`config.mk`:
```
export PLATFORM = sky130hd
export DESIGN_NAME = traffic_controller
export DESIGN_NICKNAME = d
export VERILOG_FILES = /design/src/rtl/traffic_controller.sv
export SDC_FILE = /design/constraint.sdc
export NUM_CORES = 1
export LEC_CHECK = 0
export BUFFER_PORTS_ARGS = -buffer_cell sky130_fd_sc_hd__buf_2
export CORE_MARGIN = 2
export CORE_UTILIZATION = 50
export DETAILED_ROUTE_END_ITERATION = 8
export GPL_TIMING_DRIVEN = 1
export PLACE_DENSITY = 0.71
export SETUP_SLACK_MARGIN = 0.5
export SLEW_MARGIN = 20
export SYNTH_ARGS = -nofsm -noshare
export SYNTH_HDL_FRONTEND = slang
export SYNTH_SLANG_ARGS = --single-unit
```
`constraint.sdc`:
```
create_clock -name clk -period 4.85 [get_ports clk]
set_input_delay 0.485 -clock clk [delete_from_list [all_inputs] [get_ports clk]]
set_output_delay 0.485 -clock clk [all_outputs]
set_load 0.05 [all_outputs]
```
`src/rtl/traffic_controller.sv`:
```
// rtl/traffic_controller.sv - two-way traffic light FSM with per-phase dwell timing
module traffic_controller #(
  parameter int unsigned GREEN_TIME  = 5,
  parameter int unsigned YELLOW_TIME = 2,
  parameter int unsigned ALLRED_TIME = 1
) (
  input  logic       clk,
  input  logic       reset,
  output logic [2:0] NS,
  output logic [2:0] EW
);

  typedef enum logic [2:0] {
    NS_GREEN, NS_YELLOW, ALLRED_A, EW_GREEN, EW_YELLOW, ALLRED_B
  } state_t;

  localparam logic [2:0] RED    = 3'b100;
  localparam logic [2:0] YELLOW = 3'b010;
  localparam logic [2:0] GREEN  = 3'b001;

  localparam logic [7:0] GREEN_LAST  = 8'(GREEN_TIME - 1);
  localparam logic [7:0] YELLOW_LAST = 8'(YELLOW_TIME - 1);
  localparam logic [7:0] ALLRED_LAST = 8'(ALLRED_TIME - 1);

  state_t     state_q, state_d, state_next;
  logic [7:0] cnt_q, cnt_d, cnt_last;
  logic [2:0] ns_q, ns_d, ew_q, ew_d;

  always_comb begin
    cnt_last   = ALLRED_LAST;
    state_next = NS_GREEN;
    case (state_q)
      NS_GREEN:  begin cnt_last = GREEN_LAST;  state_next = NS_YELLOW; end
      NS_YELLOW: begin cnt_last = YELLOW_LAST; state_next = ALLRED_A;  end
      ALLRED_A:  begin cnt_last = ALLRED_LAST; state_next = EW_GREEN;  end
      EW_GREEN:  begin cnt_last = GREEN_LAST;  state_next = EW_YELLOW; end
      EW_YELLOW: begin cnt_last = YELLOW_LAST; state_next = ALLRED_B;  end
      ALLRED_B:  begin cnt_last = ALLRED_LAST; state_next = NS_GREEN;  end
      default:   begin cnt_last = 8'd0;        state_next = ALLRED_B;  end
    endcase
  end

  always_comb begin
    state_d = state_q;
    cnt_d   = cnt_q + 8'd1;
    if (cnt_q == cnt_last) begin
      state_d = state_next;
      cnt_d   = 8'd0;
    end
  end

  // Lamps are decoded from the next state so the lamp flops always mirror state_q.
  always_comb begin
    ns_d = RED;
    ew_d = RED;
    case (state_d)
      NS_GREEN:  ns_d = GREEN;
      NS_YELLOW: ns_d = YELLOW;
      EW_GREEN:  ew_d = GREEN;
      EW_YELLOW: ew_d = YELLOW;
      default: begin
        ns_d = RED;
        ew_d = RED;
      end
    endcase
  end

  always_ff @(posedge clk or negedge reset) begin
    if (!reset) begin
      state_q <= ALLRED_B;
      cnt_q   <= 8'd0;
      ns_q    <= RED;
      ew_q    <= RED;
    end else begin
      state_q <= state_d;
      cnt_q   <= cnt_d;
      ns_q    <= ns_d;
      ew_q    <= ew_d;
    end
  end

  assign NS = ns_q;
  assign EW = ew_q;

endmodule

```
==> results.md, run 1 <==
| Group | Result | Reported |
|:---|:---|:---|
| sta | Number of setup violations in the final report | 0 |
| clock tree | Worst-path clk slew | 0.09 ns |
| grt | First-pass GRT wire length | 2.822 mm |
| grt | Global-route usage over all layers | 0.1837 |
| layout | Fraction of final layout cells sized beyond drive strength 1 | 0.2079 |
| sta | Min cycle time layout | 1.668 ns |
| place | Cell count after placement | 122 |
| logic synthesis | Register bit count reported by yosys | 17 |
| critical path | Worst-path fanout max | 7 |
| clock tree | CTS H-tree depth | 1 |
| critical path | Critical path endpoint category | flip-flop |
| logic synthesis | Sequential fraction of the synthesis area | 0.4550 |
| sta | Unrepaired setup endpoints after global routing | false |
| sta | Worst clock skew on the final layout | 0.0005309 ns |
| sta | Highest achievable clock rate | 599.4 MHz |
| layout | Multi-input combinational cell area | 471.7 um2 |
| layout | Area growth from synthesis to layout | 6.349% |
| job | Maximum capacitance violations | 0 |
| critical path | Kind of launch point of the worst setup path | flip-flop |
| min path | HP Class | in -> async |
| critical path | Reg2reg setup slack | 3.18 ns |
| logic synthesis | Fraction of synthesized cell area taken by the top area cell type | 0.3439 |
| power and ir drop | Power per Cell Area | 217.3 nW/um2 |
| clock tree | Post-cts repair resize count | 0 |
| critical path | Type of the worst setup path | reg -> reg |
| logic synthesis | Most used standard cells in the synthesized netlist | sky130_fd_sc_hd__dfrtp_1 (13), sky130_fd_sc_hd__nor2_1 (7), sky130_fd_sc_hd__nand2_1 (6) |
| grt | Vias in the first global route | 591 |
| floorplanning | Area of the core | 1745 um2 |
| routing | Routed len/inst | 13.43 um |
| logic synthesis | Post-synthesis cell type with the largest combined area | sky130_fd_sc_hd__dfrtp_1 |
| sta | Worst slew pin tran | 0.5327 ns |
| clock tree | Clock sink count | 17 |
| critical path | Cells traversed along the worst timing path | nor4_4 > nand2_2 > or4_4 > a21oi_2 |
| layout | Number of antenna diodes | 0 |
| clock tree | Post-CTS setup buffer count | 0 |
| layout | Sequential Area | 430.4 um2 |
| logic synthesis | Fraction of synthesis flops using an asynchronous set or reset pin | 1.000 |
| place | Pre-CTS setup slack | 3.196 ns |
| place | Total placed instance area | 979.7 um2 |
| critical path | Maximum single-stage delay on the critical path | 0.50 ns |
| floorplanning | Die outline width | 47.50 um |
| grt | Initial antenna violation count | 0 |
| logic synthesis | Synthesis warning total | 0 |
| routing | Vias per inst | 5.635 |
| routing | Routed WL | 1.692 mm |
| clock tree | Count of hold buffers inserted by post-cts repair | 0 |
| critical path | Slowest cell on the critical path | sky130_fd_sc_hd__or4_4 |
| critical path | Total buffers and inverters traversed by the critical path | 0 |
| logic synthesis | Count of cell types in the netlist | 42 |
| critical path | Cell family contributing the most delay on the critical path | simple AND/OR/NAND/NOR gates |
| grt | Pin count of the biggest net entering global routing | 20 |
| routing | Number of nets with antenna violations after detailed routing | 0 |
| layout | Count of non-filler cells in the finished layout | 126 |
| sta | Total count of max-transition violations in the final report | 0 |
| layout | Final #Nets | 105 |
| critical path | Cell count along the critical path | 4 |
| logic synthesis | Mapped cell area | 945.9 um2 |
| clock tree | CTS tree | built |
| sta | Min setup slack post-route | 3.182 ns |
| clock tree | Clock buffer count from CTS | 3 |
| power and ir drop | Worst IR drop on VDD | 0.1260 mV |
| place | Number of buffers added on ports | 7 |
| logic synthesis | Predominant post-synthesis flop cell | sky130_fd_sc_hd__dfrtp_1 |
| sta | Total negative setup slack | 0 ns |
| critical path | Data arrival time at the worst-slack endpoint | 1.89 ns |
| logic synthesis | Dominant cells by area after synthesis | sky130_fd_sc_hd__dfrtp_1 (34%), sky130_fd_sc_hd__dfstp_2 (11%), sky130_fd_sc_hd__xnor2_1 (3.7%) |
| sta | Worst max-slew margin expressed relative to the limit | 0.6449 |
| routing | Iteration count of the initial detailed-routing pass | 4 |
| clock tree | Clock latency at the later pin of the worst-skew pair | 0.29 ns |
| outcome | Outcome | finished, final reports clean |
| grt | Overflow left after global routing | 0 |
| place | Detailed Place HPWL | 1.187 mm |
| logic synthesis | Gate count of the mapped netlist | 98 |
| floorplanning | Die Outline Area | 2256 um2 |
| routing | First-iteration detailed-routing DRC count | 13 |
| place | Final GP Congestion | 0.8033 |
| floorplanning | Standard-cell row count | 15 |
| clock tree | Clock Path Buffers | 2 |
| sta | Final critical-path share of the clock period | 0.3440 |
| sta | Number of hold-slack violations in the final timing report | 0 |
| floorplanning | Starting density of the core | 0.5419 |
| layout | Design area | 1006 um2 |
| clock tree | Cell chosen for the clock root | sky130_fd_sc_hd__clkbuf_4 |
| logic synthesis | Synthesized netlist net count | 101 |
| routing | DR DRC count | 0 |
| power and ir drop | Standby leakage power | 0.0004476 uW |
| floorplanning | Boundary Pins | 8 |
| critical path | Register-to-Register Path Depth | 4 |
| critical path | Data required time of the worst path | 5.07 ns |
| layout | Filler cell count | 154 |
| floorplanning | Vertical die dimension | 47.50 um |
| logic synthesis | Most frequently used cell type in the post-synthesis netlist | sky130_fd_sc_hd__dfrtp_1 |
| logic synthesis | Syn Area/Cell | 9.652 um2 |
| routing | Vias | 710 |
| logic synthesis | Number of enable-type register cells in the synthesized netlist | 0 |
## kinds of logic (layout without fill, tap and decap cells)
| kind of cell | after synthesis | count (layout) | synth area share |
|---|---|---|---|
| simple gates | 40 | 40 | 0.2513 |
| compound gates | 21 | 21 | 0.1587 |
| flops | 17 | 17 | 0.4550 |
| buf+inv | 11 | 14 | 0.04628 |
| xor+xnor | 7 | 7 | 0.06482 |
| fa+ha+maj | 1 | 1 | 0.01323 |
| mux | 1 | 1 | 0.01058 |
## through the flow
stage,power (uW),hold WS (ns),utilization
global route,228.7,0.1072,0.5763
finish,218.6,0.09405,0.5763
global placement,147.5,0.4186,0.5613
CTS,221.1,0.1018,0.5763
detailed placement,147.5,0.4215,0.5613
floorplan,144.5,0.1894,-
## where the power goes
group	total [uW]	leakage, uW	switching [uW]	internal [uW]
combinational	2.84	0.000219	2.55	0.292
sequential	142	0.000214	0	142
clock	74.0	0.0000150	42.0	32.0
total	219	0.000448	44.5	174
## routing by layer
metal | global-route usage | part of all wire
met2 | 0.2622 | 0.46
met4 | 0.1222 | 0.028
met1 | 0.2524 | 0.49
met3 | 0.03396 | 0.027
met5 | 0 | 0
## registers in the layout (all words and copies together) (netlist names)
name and cells:
cnt_q 8, EW 3, NS 3, state_q 3
## cell usage in the layout (no fill, tap or decap), drive strengths merged
master   n
dfstp    4
or3      1
a21oi    3
nand4    2
buf      7
clkbuf   4
a2111o   1
a211oi   3
inv      3
ha       1
o41ai    1
nand3    5
xor2     3
nor3b    1
o21ai    4
o21a     2
nand2    7
nor3     2
a211o    1
a32oi    1
or4      2
xnor2    4
nand3b   3
nor2b    1
o211ai   2
dfrtp   13
and3     5
nand2b   2
a31oi    1
mux2i    1
nor4     1
or2      1
a21o     1
o21bai   1
nor2     7
## area by class of cell
| cell class | count | area share |
|---|---|---|
| clock buffer | 4 | 0.02612 |
| inverter | 3 | 0.01119 |
| multi-input combinational | 70 | 0.4689 |
| sequential | 17 | 0.4279 |
| tap | 25 | 0.03109 |
| timing repair buffer | 7 | 0.03483 |
## final timing paths
path | start | end
worst max-delay path | cnt_q[1] | NS[0]
max in group asynchronous | reset | state_q[2]
worst min-delay path | reset | EW[0]
worst min register to register | cnt_q[7] | cnt_q[7]
min in group clk | cnt_q[7] | cnt_q[7]
worst max register to register | cnt_q[1] | NS[0]
No activity file was read; power rests on OpenSTA's default activity.
==> run 2: changes to the inputs <==
--- a/config.mk
+++ b/config.mk
@@ -5,6 +5,7 @@
 export SDC_FILE = /design/constraint.sdc
 export NUM_CORES = 1
 export LEC_CHECK = 0
+export ABC_AREA = 1
 export BUFFER_PORTS_ARGS = -buffer_cell sky130_fd_sc_hd__buf_2
 export CORE_MARGIN = 2
 export CORE_UTILIZATION = 50
==> constraint.sdc (replaced) <==
create_clock -name clk -period 1.7 [get_ports clk]
set_input_delay 0.17 -clock clk [delete_from_list [all_inputs] [get_ports clk]]
set_output_delay 0.17 -clock clk [all_outputs]
set_load 0.05 [all_outputs]
==> results.md, run 2 <==
| Group | Result | Reported |
|:---|:---|:---|
| logic synthesis | Fraction of synthesis flops using an asynchronous set or reset pin | 1.000 |
| place | Cell count after placement | 147 |
| floorplanning | Area of the core | 1764 um2 |
| layout | Most frequent cells in the layout | sky130_fd_sc_hd__nand2_1 (20), sky130_fd_sc_hd__inv_1 (19), sky130_fd_sc_hd__dfrtp_1 (12), sky130_fd_sc_hd__buf_4 (12), sky130_fd_sc_hd__nand2_2 (10) |
| clock tree | Clock sink count | 17 |
| logic synthesis | Syn Area/Cell | 8.323 um2 |
| power and ir drop | Worst IR drop on VDD | 0.4186 mV |
| routing | First-iteration detailed-routing DRC count | 8 |
| place | Pre-CTS setup slack | 0.1350 ns |
| sta | Worst max-slew margin expressed relative to the limit | 0.7518 |
| logic synthesis | Mapped cell area | 957.2 um2 |
| logic synthesis | Predominant post-synthesis flop cell | sky130_fd_sc_hd__dfrtp_1 |
| layout | Area growth from synthesis to layout | 28.76% |
| critical path | Type of the worst setup path | reg -> reg |
| routing | Vias per inst | 4.933 |
| layout | Flip-flop count of the largest register after layout | 8 |
| logic synthesis | Number of enable-type register cells in the synthesized netlist | 0 |
| place | Final GP Congestion | 0.8849 |
| layout | Count of non-filler cells in the finished layout | 163 |
| logic synthesis | Sequential fraction of the synthesis area | 0.4497 |
| grt | M2 GR Usage | 0.3867 |
| floorplanning | Die Outline Area | 2281 um2 |
| logic synthesis | Gate count of the mapped netlist | 115 |
| clock tree | Clock Path Buffers | 2 |
| logic synthesis | Dominant cells by area after synthesis | sky130_fd_sc_hd__dfrtp_1 (34%), sky130_fd_sc_hd__dfstp_2 (11%), sky130_fd_sc_hd__nand2_1 (10%) |
| power and ir drop | Power per Cell Area | 512.2 nW/um2 |
| critical path | Kind of launch point of the worst setup path | flip-flop |
| floorplanning | Standard-cell row count | 15 |
| sta | Min setup slack post-route | 0.1386 ns |
| floorplanning | Die outline width | 47.76 um |
| layout | Fraction of final layout cells sized beyond drive strength 1 | 0.4565 |
| clock tree | CTS H-tree depth | 1 |
| layout | Largest Register | cnt_q |
| logic synthesis | Most frequently used cell type in the post-synthesis netlist | sky130_fd_sc_hd__nand2_1 |
| sta | Final critical-path share of the clock period | 0.9185 |
| routing | Routed WL | 2.028 mm |
| grt | Met3 GRT Util | 0.05660 |
| floorplanning | Vertical die dimension | 47.76 um |
| place | Detailed Place HPWL | 1.299 mm |
| min path | HP Class | in -> async |
| grt | Global-route usage over all layers | 0.2082 |
| routing | Vias | 804 |
| critical path | Worst-path fanout max | 7 |
| grt | Pin count of the biggest net entering global routing | 18 |
| floorplanning | Starting density of the core | 0.5426 |
| logic synthesis | Synthesis warning total | 0 |
| grt | Overflow left after global routing | 0 |
| routing | Number of nets with antenna violations after detailed routing | 0 |
| routing | Routed len/inst | 12.44 um |
| clock tree | Cell chosen for the clock root | sky130_fd_sc_hd__clkbuf_4 |
| logic synthesis | Fraction of synthesized cell area taken by the top area cell type | 0.3399 |
| sta | Number of setup violations in the final report | 0 |
| place | Number of buffers added on ports | 7 |
| grt | First-pass GRT wire length | 3.229 mm |
| clock tree | Clock buffer count from CTS | 3 |
| sta | Highest achievable clock rate | 640.4 MHz |
| logic synthesis | Register bit count reported by yosys | 17 |
| layout | Number of antenna diodes | 0 |
| logic synthesis | Count of cell types in the netlist | 23 |
| clock tree | Clock latency at the later pin of the worst-skew pair | 0.30 ns |
| grt | Most used routing layer in global routing | met2 |
| routing | DR DRC count | 0 |
| outcome | Outcome | finished, final reports clean |
| floorplanning | Boundary Pins | 8 |
| job | Maximum capacitance violations | 0 |
| routing | Iteration count of the initial detailed-routing pass | 4 |
| sta | Worst clock skew on the final layout | 0.01401 ns |
| sta | Unrepaired setup endpoints after global routing | true |
| critical path | Data arrival time at the worst-slack endpoint | 1.79 ns |
| sta | Number of hold-slack violations in the final timing report | 0 |
| sta | Min cycle time layout | 1.561 ns |
| grt | Vias in the first global route | 809 |
| grt | Global-route met1 utilization | 0.2178 |
| logic synthesis | Most used standard cells in the synthesized netlist | sky130_fd_sc_hd__nand2_1 (26), sky130_fd_sc_hd__inv_1 (20), sky130_fd_sc_hd__dfrtp_1 (13) |
| sta | Total negative setup slack | 0 ns |
| layout | Final #Nets | 142 |
| sta | Total count of max-transition violations in the final report | 0 |
| power and ir drop | Standby leakage power | 0.0006688 uW |
| sta | Worst slew pin tran | 0.3723 ns |
| logic synthesis | Synthesized netlist net count | 118 |
| grt | Initial antenna violation count | 0 |
| critical path | Critical path endpoint category | flip-flop |
| clock tree | CTS tree | built |
| layout | Most common library cell in the layout ignoring fill and taps | sky130_fd_sc_hd__nand2_1 |
| clock tree | Worst-path clk slew | 0.10 ns |
| critical path | Data required time of the worst path | 1.93 ns |
| logic synthesis | Post-synthesis cell type with the largest combined area | sky130_fd_sc_hd__dfrtp_1 |
==> run 2: path summary, 6_finish.rpt <==
check | start | end | slack (ns) | cells past startpoint
max | state_q[0] | NS[2] | 0.14 | 11
min | reset | cnt_q[1] | 0.32 | 2
max reg2reg | state_q[0] | NS[2] | 0.14 | 11
min reg2reg | cnt_q[6] | cnt_q[6] | 0.50 | 1
max in group asynchronous | reset | state_q[2] | 1.05 | 2
min in group clk | cnt_q[6] | cnt_q[6] | 0.50 | 1
==> run 2: cell type report <==
cell class	instances	area, um2
tap	25	31.28
fill	145	531.8
inverter	24	92.59
sequential	17	431.7
clock buffer	4	26.28
timing repair buffer	19	136.4
multi-input combinational	74	514.2
==> run 2: layer usage <==
layer,vias up,part of all wire
li1,393,-
met1,397,0.41
met2,10,0.55
met3,4,0.022
met4,0,0.017
met5,-,0
==> run 2: timing repair <==
action	CTS	global route
resized for setup	15	10
endpoints found under the hold margin	13	0
hold buffers	1	0
setup buffers	9	2
pin swaps	8	8
setup endpoints to repair	17	16
==> run 2: cells by family (layout without fill, tap and decap cells) <==
logic type,count (synthesis),count (layout),share of synthesized area
flops,17,17,0.4497
buf+inv,24,47,0.09411
compound gates,8,8,0.04967
fa+ha+maj,1,1,0.01307
xor+xnor,4,4,0.03660
simple gates,61,61,0.3569
==> run 2: critical path: stages (launching register included) <==
cell,delay [ns]
sky130_fd_sc_hd__dfstp_2,0.62
sky130_fd_sc_hd__inv_4,0.07
sky130_fd_sc_hd__nand2_2,0.06
sky130_fd_sc_hd__nand2_2,0.07
sky130_fd_sc_hd__nand3_4,0.09
sky130_fd_sc_hd__nand3_4,0.12
sky130_fd_sc_hd__nor2_4,0.13
sky130_fd_sc_hd__nand2_1,0.07
sky130_fd_sc_hd__nand2_2,0.09
sky130_fd_sc_hd__nand3_2,0.08
sky130_fd_sc_hd__nand2_1,0.07
sky130_fd_sc_hd__inv_1,0.04
==> run 2: report_power, final <==
group	internal [uW]	switching (uW)
logic	2.34	7.69
clock network	91.3	125
registers	405	0
total	498	133
==> run 2: through the flow <==
step | utilization | power [uW] | area, um2 | hold slack [ns]
after floorplan | - | 412.2 | 957.2 | -0.1256
after global placement | 0.5801 | 420.7 | 1023 | 0.1013
after detailed placement | 0.5801 | 421.0 | 1023 | 0.1078
after CTS | 0.6631 | 635.6 | 1170 | 0.3249
after global routing | 0.6986 | 653.6 | 1232 | 0.3596
final | 0.6986 | 631.3 | 1232 | 0.3178
